### config.mk
export PLATFORM = sky130hd
export DESIGN_NAME = bcd_to_bin_conv
export DESIGN_NICKNAME = d
export VERILOG_FILES = /design/src/rtl/bcd_to_bin_conv_pkg.sv /design/src/rtl/bcd_digit_adjust.sv /design/src/rtl/bcd_to_bin_conv.sv
export SDC_FILE = /design/constraint.sdc
export NUM_CORES = 1
export LEC_CHECK = 0
export BUFFER_PORTS_ARGS = -buffer_cell sky130_fd_sc_hd__buf_2
export CELL_PAD_IN_SITES_DETAIL_PLACEMENT = 1
export CELL_PAD_IN_SITES_GLOBAL_PLACEMENT = 2
export CORE_MARGIN = 5
export CORE_UTILIZATION = 37
export CTS_CLUSTER_DIAMETER = 100
export DETAILED_ROUTE_END_ITERATION = 12
export PLACE_DENSITY = 0.79
export RECOVER_POWER = 100
export SLEW_MARGIN = 20
export SYNTH_ARGS = -nofsm -noshare
export SYNTH_HDL_FRONTEND = slang
export SYNTH_SLANG_ARGS = --single-unit
### constraint.sdc
create_clock -name clk -period 2.45 [get_ports clk]
set_input_delay 0.49 -clock clk [delete_from_list [all_inputs] [get_ports clk]]
set_output_delay 0.49 -clock clk [all_outputs]
set_load 0.01 [all_outputs]
### src/rtl/bcd_to_bin_conv_pkg.sv
// bcd_to_bin_conv_pkg: shared FSM state type and BCD digit limit
package bcd_to_bin_conv_pkg;
  typedef enum logic [1:0] {IDLE, SHIFT, DONE} state_t;
  localparam logic [3:0] BCD_DIGIT_MAX = 4'd9;
endpackage

### src/rtl/bcd_digit_adjust.sv
// bcd_digit_adjust: reverse double-dabble digit fix, subtracts 3 from digits >= 8
module bcd_digit_adjust (
  input  logic [3:0] d,
  output logic [3:0] q
);
  assign q = d[3] ? d - 4'd3 : d;
endmodule

### src/rtl/bcd_to_bin_conv.sv
// bcd_to_bin_conv: sequential packed-BCD to binary converter (shift-right / subtract-3)
module bcd_to_bin_conv
  import bcd_to_bin_conv_pkg::*;
#(
  parameter int DIGITS = 8
) (
  input  logic                    clk,
  input  logic                    rst_n,
  input  logic                    in_valid,
  output logic                    in_ready,
  input  logic [(DIGITS<<2)-1:0]  in_bcd,
  output logic                    out_valid,
  input  logic                    out_ready,
  output logic [(DIGITS<<2)-1:0]  out_bin,
  output logic                    out_err
);
  localparam int W  = DIGITS << 2;
  localparam int CW = $clog2(W + 1);
  state_t         state;
  logic [CW-1:0]  cnt;
  logic [W-1:0]   bcd_reg, bin_reg, bcd_sh, bin_sh, bcd_adj;
  logic [DIGITS-1:0] bad;
  assign bcd_sh = {1'b0, bcd_reg[W-1:1]};
  assign bin_sh = {bcd_reg[0], bin_reg[W-1:1]};
  for (genvar i = 0; i < DIGITS; i++) begin : g_dig
    bcd_digit_adjust u_adj (.d(bcd_sh[(i<<2)+:4]), .q(bcd_adj[(i<<2)+:4]));
    assign bad[i] = in_bcd[(i<<2)+:4] > BCD_DIGIT_MAX;
  end
  // Control FSM: accept, iterate W shift/adjust steps, hold result until consumed
  always_ff @(posedge clk or negedge rst_n) begin
    if (!rst_n) begin
      state     <= IDLE;
      cnt       <= '0;
      bcd_reg   <= '0;
      bin_reg   <= '0;
      in_ready  <= 1'b0;
      out_valid <= 1'b0;
      out_bin   <= '0;
      out_err   <= 1'b0;
    end else begin
      case (state)
        IDLE: begin
          in_ready <= 1'b1;
          if (in_valid && in_ready) begin
            in_ready <= 1'b0;
            bcd_reg  <= in_bcd;
            bin_reg  <= '0;
            cnt      <= CW'(W);
            if (|bad) begin
              state     <= DONE;
              out_valid <= 1'b1;
              out_err   <= 1'b1;
              out_bin   <= '0;
            end else begin
              state <= SHIFT;
            end
          end
        end
        SHIFT: begin
          bcd_reg <= bcd_adj;
          bin_reg <= bin_sh;
          cnt     <= cnt - CW'(1);
          if (cnt == CW'(1)) begin
            state     <= DONE;
            out_valid <= 1'b1;
            out_bin   <= bin_sh;
          end
        end
        DONE: begin
          if (out_ready) begin
            state     <= IDLE;
            out_valid <= 1'b0;
            out_bin   <= '0;
            out_err   <= 1'b0;
          end
        end
        default: state <= IDLE;
      endcase
    end
  end
endmodule
After elaboration in Yosys (flattened, before gate mapping)
Index checks and enable logic that the tools add are counted.

word-level totals
  bits of input ports = 36
  register bits after elaboration = 107

operators by class
  magnitude comparators = 8
  muxes and demuxes = 30
  add/subtract/negate cells = 8
  reduce and logical (&&, ||, !) cells = 10
  equal/unequal tests = 7

operator list
  kind                   number
  $mux W32               6
  $pmux W32 S2           2
  $pmux W32 S3           1
  $gt A4 B4 Y1 const B   8
  $mux W4                7
  $sub A4 B2 Y4 const B  7
  $pmux W6 S2            1
  $mux W2                4
  $ne A2 B2 Y1 const B   4
  $reduce_or A8 Y1       1
  $eq A6 B1 Y1 const B   1
  $mux W6                1
  $pmux W2 S3            1
  $sub A6 B1 Y6 const B  1
  $mux W1                5
  $reduce_and A5 Y1      1
  $reduce_and A4 Y1      1
  $reduce_bool A2 Y1     2
  $pmux W1 S3            1
  $reduce_and A3 Y1      1
  $reduce_bool A3 Y1     1
  $eq A2 B1 Y1 const B   1
  $eq A2 B2 Y1 const B   1
  $logic_not A2 Y1       1
  other kinds (3)        3

Depth between registers and ports, before layout
  depth after elaboration = 5
  depth in mapped cells = 7
  mapped depth without buffers = 5

Cells and area by module
Synthesis repeated with hierarchy kept, for this count alone.

second synthesis, totals
  cells, all modules = 445
  area total of the unflattened synthesis = 4829.6 um2

by module, submodules not included
  module            sequential area each (um2)  area an instance (um2)  cells an instance  times used
  bcd_to_bin_conv   2652.5                      4329.2                  389                1
  bcd_digit_adjust  0.0                         62.6                    7                  8

Worst setup path before layout
No wires, ideal clock.

  path type = flip-flop to flip-flop
  start = register cnt[3]
  end = register out_bin[0]
  cell stages (with the launch flop) = 6
  period minus slack after synthesis = 1.772 ns
  setup slack = 0.678 ns
  arrival = 1.651 ns
  library setup time = 0.121 ns
  path through = dfrtp_1 -> or3_1 -> nor4b_4 -> o32ai_2 -> buf_2 -> a22o_1

on the way
  word-level cells in the longest chain between the ends = 3

RTL lines
  item                                RTL line               source
  from (decl)                         bcd_to_bin_conv.sv:20  logic [CW-1:0] cnt;
  from (signal assigned)              bcd_to_bin_conv.sv:48  cnt <= CW'(W);
  from (signal assigned)              bcd_to_bin_conv.sv:62  cnt <= cnt - CW'(1);
  $eq A6 B1 Y1                        bcd_to_bin_conv.sv:63  if (cnt == CW'(1)) begin
  $ne A2 B2 Y1 (no source line)       n/a
  $reduce_and A5 Y1 (no source line)  n/a
  to (signal assigned)                bcd_to_bin_conv.sv:66  out_bin <= bin_sh;
  to (decl)                           bcd_to_bin_conv.sv:14  output logic [(DIGITS<<2)-1:0] out_bin,

Every way passes these cells.
A chain may end at the register's enable or synchronous reset.

Final worst setup path
  start = register cnt[3]
  end = register out_bin[24]

Same word-level chain as after synthesis.

==> results.yml <==
floorplanning:
  ios: 71
  die_w_um: 120
  die_area_um2: 14500
  core_region_area_um2: 12000
  start_util: 0.377
  std_cell_rows: 40
  fp.dieH_um: 120
worst_setup_path:
  ff2ff_path_depth: 4
  critPathBufInv: 1
  worst-path-max-fanout: 32
  ff2ff_setup_slack_ns: 0.42
  worst_path_dominant_cell_family: "simple AND/OR/NAND/NOR gates"
  crit_path_start_kind: "flip-flop"
  worstPathArrival_ns: 2.32
  critical_path.reg2reg.endpoint: "out_bin[24]"
  cpPeakStageDelay_ns: 0.45
  critical_path_cell_with_the_highest_stage_delay: "sky130_fd_sc_hd__or3_1"
  cp-end-kind: "flip-flop"
  worst_r2r_startpoint: "cnt[3]"
  path_cells: "or3_1 > nor4b_2 > buf_4 > a22o_1"
  cp_data_required_time_ns: 2.74
  critPathKind: "flip-flop to flip-flop"
synthesis:
  synth-seq-cells: 106
  synth_top_flop_cell: "sky130_fd_sc_hd__dfrtp_1"
  ys_warn_count: 0
  post_synth.cell_area_avg_um2: 12.0
  synth_top_cells_by_count: "sky130_fd_sc_hd__dfrtp_1, sky130_fd_sc_hd__a22o_1, sky130_fd_sc_hd__o21ai_0, sky130_fd_sc_hd__nor2_1, sky130_fd_sc_hd__clkbuf_1"
  synth-edff-count: 0
  synth_seq_area_share: 0.588
  synthCells: 376
  synth.most_common_cell: "sky130_fd_sc_hd__dfrtp_1"
  asyncSetResetFlopFracSynth: 1.00
  ys_types: 38
  post_synth_instance_area_um2: 4510
  syn_nets: 421
  post-synth-top-area-cell: "sky130_fd_sc_hd__dfrtp_1"
  synth_top_area_share: 0.588
  post_synth_main_area_contributors: "sky130_fd_sc_hd__dfrtp_1, sky130_fd_sc_hd__a22o_1, sky130_fd_sc_hd__o21ai_0, sky130_fd_sc_hd__ha_1, sky130_fd_sc_hd__nor2_1"
sta:
  timing_max_transition_violations_final: 0
  clock_skew_ns: 0.00926
  maxSlewHeadroom: 0.0389
  grt_setup_unrepaired: "no"
  worstMarginPinSlew_ns: 1.44
  post-route-period-util: 0.831
  fin_setup_tns_ns: 0
  min_period_ns: 2.03
  finalHoldViolCount: 0
  setup_viol: 0
  achievable-frequency_mhz: 491
grt:
  grt_antenna_before_repair: 0
  grt.total_usage: 0.170
  grt_overflow: 0
  grt_max_degree: 107
  first_pass_grt_wire_length_mm: 19.5
  grt_pass1_vias: 3548
cts:
  cts_made_buffers: 9
  cts_root_buffer: "sky130_fd_sc_hd__clkbuf_16"
  cts_max_path_buffers: 2
  cts-hold-fix-buffers: 0
  cts_tree: "done"
  cts.repair_timing.setup_buffer_count: 0
  htree_num_levels: 3
  worst_setup_hold_path_clk_slew_ns: 0.07
  clock_sink_count: 106
  clk_latency_ns: 0.36
  cts-resized-gates: 0
routing:
  routed_via_density: 5.60
  ant_nets: 0
  drt_first_iter_violations: 246
  routed_wire_length_per_instance_um: 19.6
  drtPass1Iterations: 5
  routed_wirelength_mm: 11.6
  vias: 3315
  remaining_drc_errors: 0
pwr:
  worst_ir_drop_vdd_uv: 478
  clock_power_share: 0.285
  cell_internal_pwr_mw: 3.58
  switchingPower_mw: 1.86
  leakage_nw: 2.48
  power.share.sequential: 0.449
  p_per_area_nw_per_um2: 1020
  comb_power_share: 0.266
  swShare: 0.341
finish:
  utilization: 0.445
  syn_to_final_growth_pct: 17.9
  antenna_cells: 0
  layout_cells_sized_above_1: 0.144
  nFillCells: 1319
  nNetsFinal: 485
  multiInputGateArea_um2: 1710
  final_cells: 592
  layout.area.seq_um2: 2650
outcome:
  run_status: "completed"
hold_path:
  hold_path.startpoint: "in_bcd[19]"
  min_delay_path_depth: 3
  worst_hold_path_type: "input pin to flip-flop"
  hold-path-endpoint: "bcd_reg[19]"
placement:
  io_buffer_count: 70
  globalplace.congestion: 0.770
  placed_cells: 576
  hpwl_mm: 7.49
flow_run:
  timing.max_cap.violations: 0
kinds of logic (layout without fill, tap and decap cells):
logic type | Yosys count | count (layout) | synth area share
mux | 8 | 8 | 0.0177
xor+xnor | 16 | 16 | 0.0311
flops | 106 | 106 | 0.588
compound gates | 141 | 141 | 0.238
fa+ha+maj | 9 | 9 | 0.0250
simple gates | 58 | 58 | 0.0660
buf+inv | 38 | 107 | 0.0338
how the worst max path moves through the flow:
stage,startpoint,end,slack (ns),cells after the start
2_1_floorplan,cnt[3],out_bin[0],0.68,5
3_3_place_gp,in_bcd[2],out_bin[2],0.54,6
3_5_place_dp,in_bcd[2],out_bin[5],0.47,6
4_1_cts,cnt[3],out_bin[24],0.49,4
5_1_grt,state[0],cnt[4],0.23,4
6_report,cnt[3],out_bin[24],0.42,4
area by class of cell:
cell class | instances | share of cell area
flip-flops and latches | 106 | 0.499
multi-input cells | 232 | 0.322
repair buffers | 81 | 0.0781
clock buffers | 10 | 0.0449
well taps | 147 | 0.0346
clock inverters | 6 | 0.0151
inverters | 10 | 0.00706
stage by stage:
step / cell area, um2 / hold slack [ns] / total power, mW / setup WS, ns
final: 5320 / 0.363 / 5.43 / 0.415
after global routing: 5320 / 0.360 / 5.83 / 0.228
after CTS: 5400 / 0.225 / 5.54 / 0.487
after detailed placement: 5080 / 0.468 / 3.97 / 0.473
after global placement: 5080 / 0.455 / 3.89 / 0.540
after floorplan: 4510 / 0.194 / 3.44 / 0.678
cell usage in the layout (no fill, tap or decap), types with 2 or more instances in the layout:
cell type / netlist / routed
sky130_fd_sc_hd__dfrtp_1: 106 / 106
sky130_fd_sc_hd__a22o_1: 64 / 64
sky130_fd_sc_hd__clkbuf_1: 20 / 38
sky130_fd_sc_hd__buf_2: 8 / 33
sky130_fd_sc_hd__o21ai_0: 25 / 25
sky130_fd_sc_hd__nor2_1: 24 / 24
sky130_fd_sc_hd__nand2_1: 13 / 13
sky130_fd_sc_hd__a21oi_1: 11 / 11
sky130_fd_sc_hd__inv_1: 10 / 10
sky130_fd_sc_hd__ha_1: 9 / 9
sky130_fd_sc_hd__clkbuf_16: 0 / 9
sky130_fd_sc_hd__mux2i_1: 8 / 8
sky130_fd_sc_hd__xor2_1: 8 / 8
sky130_fd_sc_hd__xnor2_1: 8 / 8
sky130_fd_sc_hd__o22ai_1: 7 / 7
sky130_fd_sc_hd__nor2b_1: 8 / 7
sky130_fd_sc_hd__a22oi_1: 7 / 7
sky130_fd_sc_hd__a222oi_1: 7 / 7
sky130_fd_sc_hd__a31oi_1: 4 / 4
sky130_fd_sc_hd__a221o_1: 4 / 4
sky130_fd_sc_hd__a211oi_1: 3 / 3
sky130_fd_sc_hd__a21o_1: 3 / 3
sky130_fd_sc_hd__inv_8: 0 / 3
sky130_fd_sc_hd__buf_12: 0 / 3
sky130_fd_sc_hd__buf_4: 0 / 3
sky130_fd_sc_hd__or2_2: 2 / 2
sky130_fd_sc_hd__nand4_1: 2 / 2
sky130_fd_sc_hd__clkbuf_4: 0 / 2
sky130_fd_sc_hd__clkbuf_2: 0 / 2
per-layer routing:
| layer | wire length (um) | track usage | up-vias |
|---|---|---|---|
| met5 | 0 | 0 | - |
| met2 | 5480 | 0.260 | 66 |
| li1 | - | - | 1536 |
| met4 | 106 | 0.0397 | 0 |
| met1 | 5480 | 0.241 | 1706 |
| met3 | 511 | 0.0458 | 7 |
tightest hold or removal path: cells and delay by family:
| family | cells | cell delay (ns) |
|---|---|---|
| compound gates | 1 | 0.06 |
| simple gates | 1 | 0.04 |
| buf+inv | 1 | 0.09 |
power groups by stage:
stage	clock network (mW)	logic [mW]	registers (mW)
CTS	1.59	1.50	2.44
detailed placement	0	1.50	2.47
finish	1.55	1.45	2.44
global placement	0	1.43	2.46
global route	1.69	1.65	2.49
floorplan	0	1.07	2.36
(Power assumes the default switching activity.)
